## src/rtl/ok_cmd_pkg.sv

```systemverilog
// ============================================================================
// ok_cmd_pkg : shared types and constants for the OK command scheduler
// Rev 1.0
// ============================================================================
`default_nettype none

package ok_cmd_pkg;

    localparam logic [15:0] HEADER_TRIG = 16'hC7E5;
    localparam logic [15:0] HEADER_UPD  = 16'hB79E;

    typedef enum logic [1:0] {
        P_IDLE  = 2'd0,
        P_TRIG  = 2'd1,
        P_UHDR  = 2'd2,
        P_UDATA = 2'd3
    } parser_state_t;

    typedef struct packed {
        logic [7:0] ep;
        logic [3:0] idx;
    } trig_entry_t;

    function automatic logic [15:0] idx_to_onehot(input logic [3:0] idx);
        return 16'd1 << idx;
    endfunction

endpackage

`default_nettype wire

```

## src/rtl/ok_cmd_fifo.sv

```systemverilog
// ============================================================================
// ok_cmd_fifo : synchronous trigger queue with head and head+1 peek ports
// Rev 1.0
// ============================================================================
`default_nettype none

module ok_cmd_fifo
    import ok_cmd_pkg::*;
#(
    parameter int DEPTH = 4
) (
    input  logic                     clk_in,
    input  logic                     rst,
    input  logic                     push,
    input  trig_entry_t              push_data,
    input  logic                     pop,
    output trig_entry_t              head,
    output trig_entry_t              head_next,
    output logic [$clog2(DEPTH):0]   count,
    output logic                     full
);

    localparam int AW = $clog2(DEPTH);
    localparam int CW = AW + 1;

    trig_entry_t          mem [DEPTH];
    logic [AW-1:0]        wr_ptr;
    logic [AW-1:0]        rd_ptr;
    logic [CW-1:0]        count_next;

    assign head      = mem[rd_ptr];
    assign head_next = mem[rd_ptr + AW'(1)];

    always_comb begin
        count_next = count + {{(CW-1){1'b0}}, push} - {{(CW-1){1'b0}}, pop};
    end

    always_ff @(posedge clk_in) begin
        if (rst) begin
            wr_ptr <= '0;
            rd_ptr <= '0;
            count  <= '0;
            full   <= 1'b0;
        end else begin
            if (push) wr_ptr <= wr_ptr + AW'(1);
            if (pop)  rd_ptr <= rd_ptr + AW'(1);
            count <= count_next;
            full  <= (count_next == CW'(DEPTH));
        end
    end

    always_ff @(posedge clk_in) begin
        if (push) mem[wr_ptr] <= push_data;
    end

endmodule

`default_nettype wire

```

## src/rtl/ok_cmd_scheduler.sv

```systemverilog
// ============================================================================
// ok_cmd_scheduler : host word parser, trigger queue/dispatch, config writes
// Optional idle timeout inside update frames: define CMD_TIMEOUT_EN. Rev 1.0
// ============================================================================
`default_nettype none

module ok_cmd_scheduler
    import ok_cmd_pkg::*;
#(
    parameter int FIFO_DEPTH     = 4,
    parameter int TIMEOUT_CYCLES = 1024
) (
    input  logic        clk_in,
    input  logic        rst,
    input  logic [15:0] ok_data,
    input  logic        data_valid,
    output logic        trig_valid,
    input  logic        trig_ready,
    output logic [7:0]  trig_ep_addr,
    output logic [15:0] trig_onehot,
    output logic        cfg_we,
    output logic [7:0]  cfg_addr,
    output logic [15:0] cfg_wdata,
    output logic        fifo_full,
    output logic        frame_err,
    output logic        busy
);

    localparam int CW = $clog2(FIFO_DEPTH) + 1;

    parser_state_t  state;
    logic [15:0]    w;
    logic [7:0]     addr_ptr;
    logic [7:0]     remaining;
    logic           push;
    logic           pop;
    logic           timeout_hit;
    trig_entry_t    push_data;
    trig_entry_t    head;
    trig_entry_t    head_next;
    logic [CW-1:0]  fifo_count;

    assign w         = {ok_data[7:0], ok_data[15:8]};
    assign push_data = '{ep: w[15:8], idx: w[3:0]};
    // fifo_full reflects the pre-pop count, so a full queue drops even if a pop is pending
    assign push      = data_valid && (state == P_TRIG) && (w[7:4] == 4'd0) && !fifo_full;
    assign pop       = trig_valid && trig_ready;
    assign busy      = (state != P_IDLE) || (fifo_count != '0);

`ifdef CMD_TIMEOUT_EN
    localparam int TW = $clog2(TIMEOUT_CYCLES + 1);
    logic [TW-1:0] idle_cnt;
    logic          in_update;

    assign in_update   = (state == P_UHDR) || (state == P_UDATA);
    assign timeout_hit = in_update && !data_valid && (idle_cnt == TW'(TIMEOUT_CYCLES - 1));

    always_ff @(posedge clk_in) begin
        if (rst || data_valid || !in_update || timeout_hit) idle_cnt <= '0;
        else                                                idle_cnt <= idle_cnt + TW'(1);
    end
`else
    logic unused_timeout;
    assign unused_timeout = (TIMEOUT_CYCLES == 0);
    assign timeout_hit    = 1'b0;
`endif

    always_ff @(posedge clk_in) begin
        if (rst) begin
            state     <= P_IDLE;
            addr_ptr  <= '0;
            remaining <= '0;
            cfg_we    <= 1'b0;
            cfg_addr  <= '0;
            cfg_wdata <= '0;
            frame_err <= 1'b0;
        end else begin
            cfg_we    <= 1'b0;
            frame_err <= 1'b0;
            if (timeout_hit) begin
                state     <= P_IDLE;
                frame_err <= 1'b1;
            end else if (data_valid) begin
                case (state)
                    P_IDLE: begin
                        if (w == HEADER_TRIG)     state <= P_TRIG;
                        else if (w == HEADER_UPD) state <= P_UHDR;
                    end
                    P_TRIG: begin
                        if (!push) frame_err <= 1'b1;
                        state <= P_IDLE;
                    end
                    P_UHDR: begin
                        cfg_addr  <= w[15:8];
                        addr_ptr  <= w[15:8];
                        remaining <= w[7:0];
                        state     <= (w[7:0] == 8'd0) ? P_IDLE : P_UDATA;
                    end
                    P_UDATA: begin
                        // cfg_addr carries the address of the write being strobed
                        cfg_we    <= 1'b1;
                        cfg_wdata <= w;
                        cfg_addr  <= addr_ptr;
                        addr_ptr  <= addr_ptr + 8'd1;
                        remaining <= remaining - 8'd1;
                        if (remaining == 8'd1) state <= P_IDLE;
                    end
                    default: state <= P_IDLE;
                endcase
            end
        end
    end

    ok_cmd_fifo #(.DEPTH(FIFO_DEPTH)) u_fifo (
        .clk_in    (clk_in),
        .rst       (rst),
        .push      (push),
        .push_data (push_data),
        .pop       (pop),
        .head      (head),
        .head_next (head_next),
        .count     (fifo_count),
        .full      (fifo_full)
    );

    // The head stays in the queue until transferred; on a pop, head+1 is staged
    always_ff @(posedge clk_in) begin
        if (rst) begin
            trig_valid   <= 1'b0;
            trig_ep_addr <= '0;
            trig_onehot  <= '0;
        end else if (pop) begin
            trig_valid <= (fifo_count > CW'(1));
            if (fifo_count > CW'(1)) begin
                trig_ep_addr <= head_next.ep;
                trig_onehot  <= idx_to_onehot(head_next.idx);
            end
        end else begin
            trig_valid <= (fifo_count != '0);
            if (fifo_count != '0) begin
                trig_ep_addr <= head.ep;
                trig_onehot  <= idx_to_onehot(head.idx);
            end
        end
    end

endmodule

`default_nettype wire

```

## config.mk

```make
export PLATFORM = sky130hd
export DESIGN_NAME = ok_cmd_scheduler
export DESIGN_NICKNAME = d
export VERILOG_FILES = /design/src/rtl/ok_cmd_pkg.sv /design/src/rtl/ok_cmd_fifo.sv /design/src/rtl/ok_cmd_scheduler.sv
export SDC_FILE = /design/constraint.sdc
export NUM_CORES = 1
export LEC_CHECK = 0
export CAP_MARGIN = 20
export CORE_MARGIN = 8
export CORE_UTILIZATION = 45
export CTS_CLUSTER_SIZE = 8
export DETAILED_ROUTE_END_ITERATION = 10
export MAX_ROUTING_LAYER = met4
export PLACE_DENSITY = 0.67
export SYNTH_ARGS = -nofsm -noshare
export SYNTH_HDL_FRONTEND = slang
export SYNTH_SLANG_ARGS = --single-unit
```

## constraint.sdc

```tcl
create_clock -name clk_in -period 3.2 [get_ports clk_in]
set_input_delay 0.32 -clock clk_in [delete_from_list [all_inputs] [get_ports clk_in]]
set_output_delay 0.32 -clock clk_in [all_outputs]
set_load 0.05 [all_outputs]
```

==> summary.md <==
| Metric | Value |
|---|---|
| Diode count | `0` |
| WP data required | `2880 ps` |
| Syn_area_per_cell | `approximately 11 sq um` |
| Final Critical Period | `about 2500 ps` |
| Worst-path fanout max | `5` |
| Final setup margin | `roughly 670 ps` |
| Yosys reg bits | `about 130` |
| Crit path launch type | `flip-flop` |
| Worst reg2reg setup slack | `between 900 and 1000 ps` |
| Power share of the combinational group | `24.8%` |
| Largest net degree at the start of global routing | `roughly 60` |
| Hold Slack | `about 450 ps` |
| 1st-iter DRT viols | `270` |
| Setup Buffers After CTS | `0` |
| Clock power share | `about 37%` |
| Data arrival, critical path | `2210 ps` |
| DP Wirelength | `between 10 and 15 mm` |
| Syn Inst Count | `approximately 540` |
| FFs w/ async S/R, synth | `0%` |
| Routed WL | `about 14 mm` |
| Number of max-cap violations | `0` |
| Die Ht | `131 microns` |
| Final Non-Filler Cells | `between 700 and 800` |
| Syn nets | `roughly 570` |
| Worst-path cell chain | `nor3_1, nand2_1, clkdlybuf4s50_1` |
| Number of synthesized flops with an enable pin | `48` |
| Dpl cells | `between 700 and 800` |
| Placer's final routability congestion estimate | `0.859` |
| Layout Cell Area excl Fill | `about 0.0073 sq mm` |
| Port Buffers | `between 70 and 80` |
| Via count | `4,529` |
| Synth Cell Area | `between 0.005 and 0.006 sq mm` |
| Psw | `1.56 mW` |
| Leak Pwr | `approximately 2.4 nW` |
| Vias in the first global route | `between 4,000 and 5,000` |
| Final hold violations | `0` |
| Total Routing Usage GR | `between 15 and 20%` |
| Worst-skew pair later-pin latency | `410 ps` |
| Layout cells sized above 1 | `13.7%` |
| H-tree levels | `4` |
| CTS sink count | `approximately 130` |
| Sequential share of the synthesized area | `50.9%` |
| Layout area overhead | `22.9%` |
| Crit-path slowest cell | `clkdlybuf4s50_1` |
| Final Skew | `roughly 5.0 ps` |
| Max_slew headroom | `between 50% and 60%` |
| Root Buffer | `clkbuf_16` |
| Core ar. | `between 0.01 and 0.015 sq mm` |
| Die width | `131 microns` |
| Sum of buffers and inverters on the critical path | `1` |
| Slew Viols, Final | `0` |
| Rows | `42` |
| Overflow after GRT | `0` |
| Worst Hold Class | `reg -> reg` |
| FMAX | `just under 0.4 GHz` |
| Sequential share of power | `about 39%` |
| Endpoints failing setup | `0` |
| Final #Nets | `629` |
| DRC errors left | `0` |
| Initial Util | `between 40% and 50%` |
| Hold_buf cts | `0` |
| Worst slew pin tran | `between 600 and 700 ps` |
| Routed wire per std cell | `18.2 microns` |
| Avg Vias per Cell | `between 5 and 6` |
| Power density cells | `~670 mW/mm^2` |
| CTS Buf Count | `17` |
| Period utilization | `between 70% and 80%` |
| Outcome | `finished, final reports clean` |
| Peak VDD IR | `0.381 mV` |
| CP Class | `reg -> out` |
| Post-synth cell types | `65` |
| Clock tree from TritonCTS | `done` |
| Net Sw Frac | `between 30% and 40%` |
| Bufs on Longest Clock Path | `2` |
| RSZ-0062 raised after global routing | `no` |
| I/O pin count | `73` |
| Final core occ | `a little under three fifths` |
| Number of routed nets with antenna violations | `0` |
| Post-CTS sizing | `0` |
| TritonRoute pass-1 iters | `4` |
| Initial antenna violation count | `0` |
| CP endpoint kind | `output pin` |
| Clk pin slew, worst setup/hold paths | `50 ps` |
| Max incr delay on CP | `roughly 730 ps` |
| Post-route setup TNS | `0 ps` |
| Ys flop type | `dfxtp_1` |
| DP Worst Slack | `367 ps` |
| Yosys Warn Count | `0` |
| Power Total | `approximately 5 mW` |
| Internal power | `between 3 and 4 mW` |
| First-pass GRT wire length | `between 20 and 25 mm` |
| Area after DPL | `about 0.0067 sq mm` |
| Die area | `about 0.017 sq mm` |
| Top delay family on crit path | `buffers and inverters` |
cell type report:
cell class,count,area [sq um]
fill,1113,5780
sequential,127,3020
multi-input combinational,355,2660
timing repair buffer,79,768
clock buffer,21,470
tap,176,220
clock inverter,11,90.1
inverter,18,70.1
Yosys cell counts, drive strengths merged, types with 2 or more instances:
master	n	area (sq um)
mux2i	5	50.1
xnor2	3	26.3
a21oi	34	170
nor2b	10	65.1
edfxtp	48	1440
nor4	4	40.0
nor3	21	105
nand3b	3	22.5
nand4b	3	26.3
or2	2	12.5
clkbuf	23	86.3
a31oi	5	43.8
and3	3	18.8
dfxtp	79	1580
buf	14	100
inv	17	66.3
o21ai	10	61.3
nand2b	2	12.5
a311o	2	20.0
a41oi	5	43.8
a221oi	2	17.5
a311oi	13	114
nand3	9	45.0
ha	10	125
nor2	32	123
nand2	72	280
or3	4	25.0
mux2	2	22.5
and4	2	20.0
a21o	3	22.5
mux4	24	544
a211oi	11	95.1
nor3b	3	22.5
o41ai	16	185
and2	7	43.8
xor2	3	26.3
nand4	18	113
worst register-to-register path: stages (launching register included):
cell	delay, ps
dfxtp_1	480
nand3b_1	310
nor4_4	410
ha_1	260
fa_1	430
nor4_1	290
routing by layer:
metal	vias to the layer above	track usage (%)	wire length [microns]
met5	-	-	0
met4	0	6.89	227
met3	25	4.55	807
met2	151	29.5	7050
met1	2196	21.5	6250
li1	2157	-	-
cells by family (layout without fill, tap and decap cells):
logic type                 count (synthesis)  in the layout  share of synthesized area, %
and+or+nand+nor                          197            197                          16.7
AOI/OAI and AO/OA                        110            110                          14.3
muxes                                     31             31                          10.4
xor gates and xnor gates                   6              6                         0.885
adders and majority gates                 11             11                          2.44
DFF                                      127            127                          50.9
buffers and inverters                     55            129                          4.32
final timing paths:
check	from	end	cells past startpoint
worst max register to register	state[1]	u_fifo.full	5
worst min register to register	cfg_wdata[11]	cfg_wdata[11]	2
worst min-delay path	cfg_wdata[11]	cfg_wdata[11]	2
worst max-delay path	u_fifo.count[0]	busy	3
registers in the layout (all words and copies together), names as in the netlist, named ones only:
signal         cells
trig_valid         1
u_fifo.rd_ptr      2
u_fifo.mem        48
u_fifo.count       3
frame_err          1
state              2
u_fifo.wr_ptr      2
cfg_we             1
cfg_addr           8
remaining          8
trig_onehot       16
cfg_wdata         16
trig_ep_addr       8
u_fifo.full        1
addr_ptr           8
cell usage in the layout (no fill, tap or decap), types with 6 or more instances in the layout:
| cell type | n |
|---|---|
| and2_1 | 7 |
| nor2_1 | 31 |
| a211oi_1 | 10 |
| nor2b_1 | 9 |
| a21oi_1 | 34 |
| nand2_1 | 70 |
| o41ai_2 | 6 |
| o21ai_0 | 9 |
| a311oi_1 | 13 |
| clkbuf_16 | 17 |
| buf_4 | 7 |
| o41ai_1 | 10 |
| nor3_1 | 21 |
| ha_1 | 10 |
| inv_1 | 16 |
| dfxtp_1 | 79 |
| nand4_1 | 18 |
| clkdlybuf4s50_1 | 71 |
| nand3_1 | 9 |
| mux4_2 | 23 |
| edfxtp_1 | 48 |
power groups by stage:
stage | registers (mW) | clock network, mW | logic, mW
final | 1.88 | 1.80 | 1.21
after global routing | 1.90 | 1.89 | 1.32
after CTS | 1.88 | 1.82 | 1.22
after detailed placement | 1.91 | 0 | 1.22
after global placement | 1.91 | 0 | 1.20
after floorplan | 2.13 | 0 | 0.672
Power figures use the tool's default switching activity.
